===== config.mk =====
export PLATFORM = sky130hd
export DESIGN_NAME = mem_port_arbiter
export DESIGN_NICKNAME = d
export VERILOG_FILES = /design/src/rtl/mem_port_arbiter.sv
export SDC_FILE = /design/constraint.sdc
export NUM_CORES = 1
export LEC_CHECK = 0
export ABC_AREA = 1
export BUFFER_PORTS_ARGS = -buffer_cell sky130_fd_sc_hd__buf_4
export CORE_AREA = 2 2 105 107
export DETAILED_ROUTE_END_ITERATION = 7
export DIE_AREA = 0 0 107 109
export HOLD_SLACK_MARGIN = 0.1
export PLACE_DENSITY = 0.76
export SETUP_SLACK_MARGIN = 0.2
export SYNTH_ARGS = -nofsm -noshare
export SYNTH_HDL_FRONTEND = slang
export SYNTH_SLANG_ARGS = --single-unit

===== constraint.sdc =====
create_clock -name clk -period 5.06 [get_ports clk]
set_clock_uncertainty 0.05 [all_clocks]
set_input_delay 0.506 -clock clk [delete_from_list [all_inputs] [get_ports clk]]
set_output_delay 0.506 -clock clk [all_outputs]
set_load 0.02 [all_outputs]

===== src/rtl/mem_port_arbiter.sv =====
// ---------------------------------------------------------------------------
// mem_port_arbiter
//
// Shares one memory port between the instruction-fetch requester (I) and the
// load/store requester (D). The winning request is registered onto the master
// port; the source of every granted request is pushed into a small tag FIFO so
// that the in-order memory responses are steered back to the right requester.
//
// Parameters:
//   ADDR_W    address width
//   DATA_W    data width
//   MAX_OUTS  maximum outstanding requests (power of 2, >= 2)
//
// Build option:
//   MEM_ARB_DPRIO_EN  when defined, D always wins a tie (fixed priority);
//                     otherwise ties are resolved round-robin, D first.
//
// Ports:
//   clk, rst                      clock, asynchronous active-high reset
//   i_req_valid/ready/addr        fetch request channel
//   i_rsp_valid/ready/data        fetch response channel
//   d_req_valid/ready/addr/we/wdata  LSU request channel
//   d_rsp_valid/ready/data        LSU response channel (load data or store ack)
//   m_req_valid/ready/addr/we/wdata  registered memory request channel
//   m_rsp_valid/ready/data        memory response channel, in request order
// ---------------------------------------------------------------------------
module mem_port_arbiter #(
    parameter int ADDR_W   = 32,
    parameter int DATA_W   = 32,
    parameter int MAX_OUTS = 4
) (
    input  logic              clk,
    input  logic              rst,

    input  logic              i_req_valid,
    output logic              i_req_ready,
    input  logic [ADDR_W-1:0] i_req_addr,
    output logic              i_rsp_valid,
    input  logic              i_rsp_ready,
    output logic [DATA_W-1:0] i_rsp_data,

    input  logic              d_req_valid,
    output logic              d_req_ready,
    input  logic [ADDR_W-1:0] d_req_addr,
    input  logic              d_req_we,
    input  logic [DATA_W-1:0] d_req_wdata,
    output logic              d_rsp_valid,
    input  logic              d_rsp_ready,
    output logic [DATA_W-1:0] d_rsp_data,

    output logic              m_req_valid,
    input  logic              m_req_ready,
    output logic [ADDR_W-1:0] m_req_addr,
    output logic              m_req_we,
    output logic [DATA_W-1:0] m_req_wdata,
    input  logic              m_rsp_valid,
    output logic              m_rsp_ready,
    input  logic [DATA_W-1:0] m_rsp_data
);

    localparam int PTR_W = $clog2(MAX_OUTS);
    localparam int CNT_W = PTR_W + 1;
    localparam logic [CNT_W-1:0] CNT_MAX = CNT_W'(MAX_OUTS);

    // Master request register
    logic              m_req_valid_q, m_req_valid_d;
    logic [ADDR_W-1:0] m_req_addr_q,  m_req_addr_d;
    logic              m_req_we_q,    m_req_we_d;
    logic [DATA_W-1:0] m_req_wdata_q, m_req_wdata_d;

    // Tag FIFO: one bit per outstanding request, 0 = I, 1 = D
    logic [MAX_OUTS-1:0] tag_q;
    logic [PTR_W-1:0]    wr_ptr_q, wr_ptr_d;
    logic [PTR_W-1:0]    rd_ptr_q, rd_ptr_d;
    logic [CNT_W-1:0]    count_q,  count_d;

    logic empty;
    logic head_is_d;
    logic pop;
    logic cke;
    logic room;
    logic eligible;
    logic tie_pick_d;
    logic sel_d;
    logic push;

`ifndef MEM_ARB_DPRIO_EN
    // Source of the most recent grant, 0 = I, 1 = D
    logic last_grant_q;
`endif

    // -----------------------------------------------------------------------
    // Response routing
    // -----------------------------------------------------------------------
    always_comb begin
        empty       = (count_q == '0);
        head_is_d   = tag_q[rd_ptr_q];
        i_rsp_valid = m_rsp_valid & ~empty & ~head_is_d;
        d_rsp_valid = m_rsp_valid & ~empty &  head_is_d;
        i_rsp_data  = m_rsp_data;
        d_rsp_data  = m_rsp_data;
        // A beat with nothing outstanding is accepted and thrown away so a
        // misbehaving memory cannot wedge the port.
        m_rsp_ready = empty | (head_is_d ? d_rsp_ready : i_rsp_ready);
        pop         = m_rsp_valid & m_rsp_ready & ~empty;
    end

    // -----------------------------------------------------------------------
    // Grant
    // -----------------------------------------------------------------------
`ifdef MEM_ARB_DPRIO_EN
    assign tie_pick_d = 1'b1;
`else
    assign tie_pick_d = ~last_grant_q;
`endif

    always_comb begin
        cke = ~m_req_valid_q | m_req_ready;
        // A response retired this cycle frees a slot for a grant this cycle,
        // so a full port keeps streaming at one request per cycle.
        room     = (count_q < CNT_MAX) | pop;
        eligible = cke & room;
        sel_d    = d_req_valid & (~i_req_valid | tie_pick_d);
        push     = eligible & (i_req_valid | d_req_valid);
        i_req_ready = eligible & ~sel_d;
        d_req_ready = eligible &  sel_d;
    end

    // -----------------------------------------------------------------------
    // Next state
    // -----------------------------------------------------------------------
    always_comb begin
        m_req_valid_d = m_req_valid_q;
        m_req_addr_d  = m_req_addr_q;
        m_req_we_d    = m_req_we_q;
        m_req_wdata_d = m_req_wdata_q;
        if (cke) begin
            m_req_valid_d = push;
            if (push) begin
                if (sel_d) begin
                    m_req_addr_d  = d_req_addr;
                    m_req_we_d    = d_req_we;
                    m_req_wdata_d = d_req_wdata;
                end else begin
                    m_req_addr_d  = i_req_addr;
                    m_req_we_d    = 1'b0;
                    m_req_wdata_d = '0;
                end
            end
        end

        wr_ptr_d = wr_ptr_q + PTR_W'(push);
        rd_ptr_d = rd_ptr_q + PTR_W'(pop);

        count_d = count_q;
        case ({push, pop})
            2'b10:   count_d = count_q + CNT_W'(1);
            2'b01:   count_d = count_q - CNT_W'(1);
            default: count_d = count_q;
        endcase
    end

    // -----------------------------------------------------------------------
    // Registers
    // -----------------------------------------------------------------------
    always_ff @(posedge clk or posedge rst) begin
        if (rst) begin
            m_req_valid_q <= 1'b0;
            m_req_addr_q  <= '0;
            m_req_we_q    <= 1'b0;
            m_req_wdata_q <= '0;
            tag_q         <= '0;
            wr_ptr_q      <= '0;
            rd_ptr_q      <= '0;
            count_q       <= '0;
        end else begin
            m_req_valid_q <= m_req_valid_d;
            m_req_addr_q  <= m_req_addr_d;
            m_req_we_q    <= m_req_we_d;
            m_req_wdata_q <= m_req_wdata_d;
            wr_ptr_q      <= wr_ptr_d;
            rd_ptr_q      <= rd_ptr_d;
            count_q       <= count_d;
            // When full, the slot written here is the one being popped this
            // cycle; its old value has already been used for routing.
            if (push) begin
                tag_q[wr_ptr_q] <= sel_d;
            end
        end
    end

`ifndef MEM_ARB_DPRIO_EN
    always_ff @(posedge clk or posedge rst) begin
        if (rst) begin
            last_grant_q <= 1'b0;
        end else if (push) begin
            last_grant_q <= sel_d;
        end
    end
`endif

    assign m_req_valid = m_req_valid_q;
    assign m_req_addr  = m_req_addr_q;
    assign m_req_we    = m_req_we_q;
    assign m_req_wdata = m_req_wdata_q;

endmodule

==> results of run 1 <==
path summary, 6_finish.rpt:
kind | from | to | slack, ns | depth (start not counted)
hold reg to reg | tag_q[0]$_DFFE_PP0P_ | tag_q[0]$_DFFE_PP0P_ | 0.43 | 2
min in group asynchronous | rst | m_req_addr[13]$_DFFE_PP0P_ | 0.40 | 3
setup reg to reg | count_q[2]$_DFFE_PP0P_ | count_q[2]$_DFFE_PP0P_ | 2.35 | 11
hold / removal | d_req_wdata[3] | m_req_wdata[3]$_DFFE_PP0P_ | 0.30 | 3
setup / recovery | last_grant_q$_DFFE_PP0P_ | d_req_ready | 2.01 | 6
max in group asynchronous | rst | m_req_addr[6]$_DFFE_PP0P_ | 3.92 | 3
critical path: cells and delay by family (launching register included):
| family | cells | cell delay, ns |
|---|---|---|
| and+or+nand+nor | 3 | 0.77 |
| buffers and inverters | 3 | 1.00 |
| DFF | 1 | 0.38 |
through the flow:
stage	hold slack, ns	instances
after detailed placement	0.410	667
after floorplan	0.392	432
after global placement	0.416	667
after global routing	0.286	683
after CTS	0.278	683
final	0.303	683
metal layers:
metal,up-vias,routed length (um)
li1,1510,-
met1,1404,3600
met2,148,4670
met3,9,745
met4,0,75
met5,-,0
power by group through the flow:
stage	registers, mW	clock network (mW)	logic, mW
global placement	1.08	0	1.55
detailed placement	1.10	0	1.59
floorplan	1.35	0	0.878
CTS	1.09	0.537	1.59
finish	1.09	0.517	1.56
global route	1.13	0.564	1.72
flip-flops by register name, summed over array words and instances, names as in the netlist:
signal / count
m_req_addr: 32
m_req_wdata: 32
tag_q: 4
count_q: 3
rd_ptr_q: 2
wr_ptr_q: 2
last_grant_q: 1
m_req_valid: 1
m_req_we: 1
layout by cell type (no fill, tap or decap):
master,n
nor2_2,1
dfrtp_1,78
nand2_1,137
a21oi_1,2
or2_1,1
nand4_1,4
nor3_1,1
nand2_2,21
o21ai_2,23
o21ai_0,3
nand3_4,1
bufinv_16,2
clkbuf_8,10
nor2_1,5
mux2i_1,32
buf_4,177
ha_1,3
nand3_1,1
nand2_4,1
xor2_1,2
a21o_1,1
o21ai_1,8
nand3_2,4
fa_1,1
inv_1,15
xnor2_1,2
clkinv_2,3
inv_2,2
clkinvlp_4,2
logic make-up after synthesis:
logic type      Yosys count  synth area share, %
compound gates           37                 6.62
flops                    78                 47.1
fa+ha+maj                 4                 1.39
simple gates            177                 18.6
mux                      32                 7.74
buf+inv                 100                 17.6
xor+xnor                  4                0.846
final cells by class:
class                   instances  area [um^2]
fillers                       991         5390
flip-flops and latches         78         1950
multi-input cells             254         1470
repair buffers                177         1330
well taps                     140          175
clock buffers                  10          138
clock inverters                 6         85.1
inverters                      18         68.8
==> impl_metrics.py, run 1 <==
metrics = {
    "drt": {
        "drtPass1Iterations": 4,
        "ant_nets": 0,
        "viasPerCell": 4.50,
        "routed_wl_um": 9090,
        "drc_errors": 0,
        "first_iter_violations": 113,
        "num_vias": 3071,
        "post_drt_wl_per_cell_um": 13.3,
    },
    "synthesis": {
        "synth.avg_cell_area_um2": 9.58,
        "synthCells": 432,
        "yosys-top-cells-area": "dfrtp_1, nand2_1, buf_4",
        "synth_top_area_share_pct": 47.1,
        "yosys_warnings": 0,
        "yosysSeqAreaShare_pct": 47.1,
        "synth-seq-cells": 78,
        "yosysTopAreaCell": "dfrtp_1",
        "syn_area_um2": 4140,
        "postSynth.asyncResetShare_pct": 100,
        "synth.distinct_cells": 28,
        "synth-edff-count": 0,
        "synthTopCellsByCount": "nand2_1, dfrtp_1, buf_4",
        "synth_flop_cell": "dfrtp_1",
        "synthesis.nets": 573,
        "synth_most_common_cell": "nand2_1",
    },
    "critical_path": {
        "critPathMaxStageDelay_ns": 0.57,
        "crit_slowest_cell": "nand2_2",
        "cp.arrival_ns": 2.49,
        "crit_fanout": 38,
        "setup.worst_path.end_class": "output pin",
        "start_kind": "register",
        "worstPathRequired_ns": 4.50,
        "critical_path_class": "register to output pin",
        "worstPathCellList": "nand2_1 -> nand2_2 -> inv_1 -> nand3_2 -> inv_2 -> buf_4",
    },
    "clock_network": {
        "cts.repair.resized": 0,
        "cts_tree": "yes",
        "cts_setup_buffers": 0,
        "cts-root-buf": "clkbuf_8",
        "htreeDepth": 3,
        "clk_pin_slew_ns": 0.08,
        "clkSinkCount": 78,
        "cts_hold_buf": 0,
        "clockBufferDepth": 2,
        "numCtsBuffers": 9,
        "clock_latency_ns": 0.34,
    },
    "floorplanning": {
        "die-area_um2": 11700,
        "die_y_um": 109,
        "core_um2": 10600,
        "chipWidth_um": 107,
        "start_util_pct": 39.0,
        "rows": 38,
        "ios": 272,
    },
    "power": {
        "pwr-share-clk_pct": 16.3,
        "vdd_drop_max_v": 0.000403,
        "seqPwrFrac_pct": 34.3,
        "internal-power_mw": 1.84,
        "combPwrFrac_pct": 49.4,
        "p_per_area_nw_per_um2": 607,
        "power.leakage_nw": 2.87,
        "power_mw": 3.16,
        "p_switching_mw": 1.33,
        "swShare_pct": 42.0,
    },
    "sta": {
        "fin_ws_ns": 2.01,
        "rsz0062_at_grt": "false",
        "worstMarginPinSlew_ns": 1.05,
        "final-setup-viol-count": 0,
        "slew_viol_final": 0,
        "fin_crit_ns": 3.05,
        "setup-tns-final_ns": 0,
        "slew_headroom_pct": 29.8,
        "max_freq_mhz": 328,
        "period_share_pct": 60.2,
        "hold_violations": 0,
    },
    "placement": {
        "port_buffers": 175,
        "place.detailed.hpwl_um": 6790,
        "gp_congestion": 0.799,
        "placed_area_um2": 4990,
        "pre_cts_slack_ns": 2.07,
    },
    "status": {
        "status": "completed",
    },
    "layout": {
        "fin_area_um2": 5220,
        "area.growth.synth_to_final_pct": 26.0,
        "drive_gt1_share_pct": 45.5,
        "nNetsFinal": 679,
        "final_util_pct": 49.2,
        "n_antenna_cell": 0,
    },
    "global_routing": {
        "antenna_found_initial": 0,
        "grt_use_met2_pct": 26.2,
        "overflow": 0,
        "grt_max_degree": 79,
        "top_usage_layer": "met2",
        "met3_usage_pct": 4.06,
        "use_met1_pct": 18.4,
        "grt_pass1_vias": 2889,
        "grt_pass1_wl_um": 13900,
        "grt_usage_pct": 15.2,
    },
    "worst_hold_path": {
        "hp-class": "primary input to register",
    },
    "run": {
        "maxCapViolations": 0,
    },
}
(Power assumes the default switching activity.)
==> inputs of run 2 (changes only) <==
==> constraint.sdc (replaced) <==
create_clock -name clk -period 2.9 [get_ports clk]
set_clock_uncertainty 0.05 [all_clocks]
set_input_delay 0.29 -clock clk [delete_from_list [all_inputs] [get_ports clk]]
set_output_delay 0.29 -clock clk [all_outputs]
set_load 0.02 [all_outputs]
==> run 2 against run 1 <==
Critical path depth rose by 4. Die area did not move. Wire length rose by 9.1%. Core utilization rose by 3.4 points. Cell count rose by 5.3%. Design area rose by 6.9%. Largest cell class unchanged. Flip-flop and latch count did not move. Worst setup slack got worse by 1.4 ns. Via count rose by 5.5%. Worst hold slack got worse by 0.16 ns. Count of clock-buffer cells in the layout rose by 1. Register-to-register slack got worse by 1.8 ns. Highest routed layer unchanged.
==> impl_metrics.py, run 2 (same netlist as run 1, synthesis figures left out) <==
metrics = {
    "worst_hold_path": {
        "min_from": "d_req_wdata[21]",
        "hp-class": "primary input to register",
        "hold_end": "m_req_wdata[21]$_DFFE_PP0P_",
        "min_path_cells": 3,
    },
    "sta": {
        "worstMarginPinSlew_ns": 0.706,
        "setup-tns-final_ns": 0,
        "hold_slack_ns": 0.146,
        "fin_crit_ns": 2.34,
        "rsz0062_at_grt": "false",
        "period_share_pct": 80.6,
        "max_freq_mhz": 428,
        "slew_viol_final": 0,
        "final-setup-viol-count": 0,
        "hold_violations": 0,
        "slew_headroom_pct": 53.0,
    },
    "drt": {
        "ant_nets": 0,
        "num_vias": 3241,
        "routed_wl_um": 9910,
        "post_drt_wl_per_cell_um": 13.8,
        "first_iter_violations": 168,
        "viasPerCell": 4.51,
        "drtPass1Iterations": 4,
        "drc_errors": 0,
    },
    "layout": {
        "fin_area_um2": 5570,
        "mostFrequentLayoutCell": "buf_4",
        "area.growth.synth_to_final_pct": 34.6,
        "drive_gt1_share_pct": 43.2,
        "final_util_pct": 52.6,
        "fillers": 953,
        "mostFrequentLayoutCells": "buf_4, nand2_1, dfrtp_1",
        "n_antenna_cell": 0,
        "nNetsFinal": 716,
    },
    "critical_path": {
        "reg2reg_setup_slack_ns": 0.56,
        "setup.worst_path.end_class": "output pin",
        "critPathBufInv": 3,
        "crit_cells": 10,
        "crit_fanout": 18,
        "reg2reg_depth": 11,
        "r2r_end": "count_q[2]$_DFFE_PP0P_",
        "critical_path_class": "register to output pin",
        "cp.arrival_ns": 2.00,
        "cp_top_family": "simple AND/OR/NAND/NOR gates",
        "worstPathCellList": "inv_2 -> nand2_1 -> nand3_2 -> nand2_1 -> nand2_1 -> nand3_2 -> nand2_4 -> nand3_2 -> inv_2 -> buf_4",
        "timing.rr.start": "count_q[2]$_DFFE_PP0P_",
        "start_kind": "register",
        "crit_slowest_cell": "dfrtp_1",
        "critPathMaxStageDelay_ns": 0.42,
        "worstPathRequired_ns": 2.56,
    },
    "run": {
        "maxCapViolations": 0,
    },
    "floorplanning": {
        "core_um2": 10600,
        "ios": 272,
        "die_y_um": 109,
        "chipWidth_um": 107,
        "die-area_um2": 11700,
        "rows": 38,
        "start_util_pct": 39.0,
    },
    "status": {
        "status": "completed",
    },
    "clock_network": {
        "htreeDepth": 3,
        "cts_setup_buffers": 0,
        "clkSinkCount": 78,
        "cts-root-buf": "clkbuf_8",
        "clock_latency_ns": 0.34,
        "clockBufferDepth": 2,
        "clk_pin_slew_ns": 0.08,
        "cts_tree": "yes",
        "numCtsBuffers": 9,
    },
    "placement": {
        "place.detailed.hpwl_um": 7180,
        "gp_congestion": 0.777,
        "port_buffers": 175,
        "placed_area_um2": 5020,
    },
    "global_routing": {
        "antenna_found_initial": 0,
        "overflow": 0,
        "grt_max_degree": 52,
        "grt_pass1_wl_um": 15400,
        "grt_pass1_vias": 3294,
        "grt_usage_pct": 16.7,
    },
    "power": {
        "power_mw": 5.61,
        "p_per_area_nw_per_um2": 1010,
        "vdd_drop_max_v": 0.000508,
        "power.leakage_nw": 3.04,
    },
}
run 2: cell types whose count changed in the layout (fill, tap and decap cells not counted):
| cell | delta |
|---|---|
| buf_4 | +4 |
| clkbuf_8 | +1 |
| clkinvlp_4 | -2 |
| dlygate4sd3_1 | +33 |
run 2: final cells by class:
type / instances / area (um^2) / area share [%]
sequential: 78 / 1950 / 35.0
timing repair buffer: 214 / 1690 / 30.3
multi-input combinational: 254 / 1470 / 26.3
tap: 140 / 175 / 3.14
clock buffer: 11 / 151 / 2.72
clock inverter: 4 / 70.1 / 1.26
inverter: 18 / 68.8 / 1.23
run 2: power by group:
group | leakage, nW | switching (mW) | internal [mW] | total, mW
Sequential | 0.978 | 0.320 | 1.58 | 1.90
Clock | 0.115 | 0.381 | 0.524 | 0.905
Combinational | 1.95 | 1.64 | 1.17 | 2.81
run 2: worst min-delay path, delay by kind of cell:
| kind | cells | cell delay (ns) |
|---|---|---|
| AND/OR/NAND/NOR | 2 | 0.13 |
| buffers and inverters | 1 | 0.09 |
run 2: worst max-delay path by stage:
| stage | from | endpoint | slack, ns |
|---|---|---|---|
| after floorplan | count_q[2]$_DFFE_PP0P_ | count_q[2]$_DFFE_PP0P_ | 0.53 |
| after global placement | count_q[2]$_DFFE_PP0P_ | count_q[2]$_DFFE_PP0P_ | 0.70 |
| after detailed placement | count_q[2]$_DFFE_PP0P_ | count_q[2]$_DFFE_PP0P_ | 0.59 |
| after CTS | rd_ptr_q[0]$_DFF_PP0_ | d_req_ready | 0.53 |
| after global routing | count_q[2]$_DFFE_PP0P_ | count_q[2]$_DFFE_PP0P_ | 0.37 |
| final | rd_ptr_q[0]$_DFF_PP0_ | d_req_ready | 0.56 |
run 2: routing by layer:
metal  wire length [um]  global-route usage, %
met5                  0                      0
met4                242                   7.61
met3                780                   4.72
met2               5120                   29.7
met1               3770                   18.6
run 2: what timing repair did:
item | in CTS | in global routing
gates resized for setup | 0 | 0
hold buffers | 33 | 0
endpoints found under the hold margin | 42 | 0
run 2: per-stage QoR:
stage / std cells / setup WS (ns)
6_report: 719 / 0.563
5_1_grt: 719 / 0.370
4_1_cts: 719 / 0.529
3_5_place_dp: 671 / 0.595
3_3_place_gp: 671 / 0.699
2_1_floorplan: 432 / 0.531
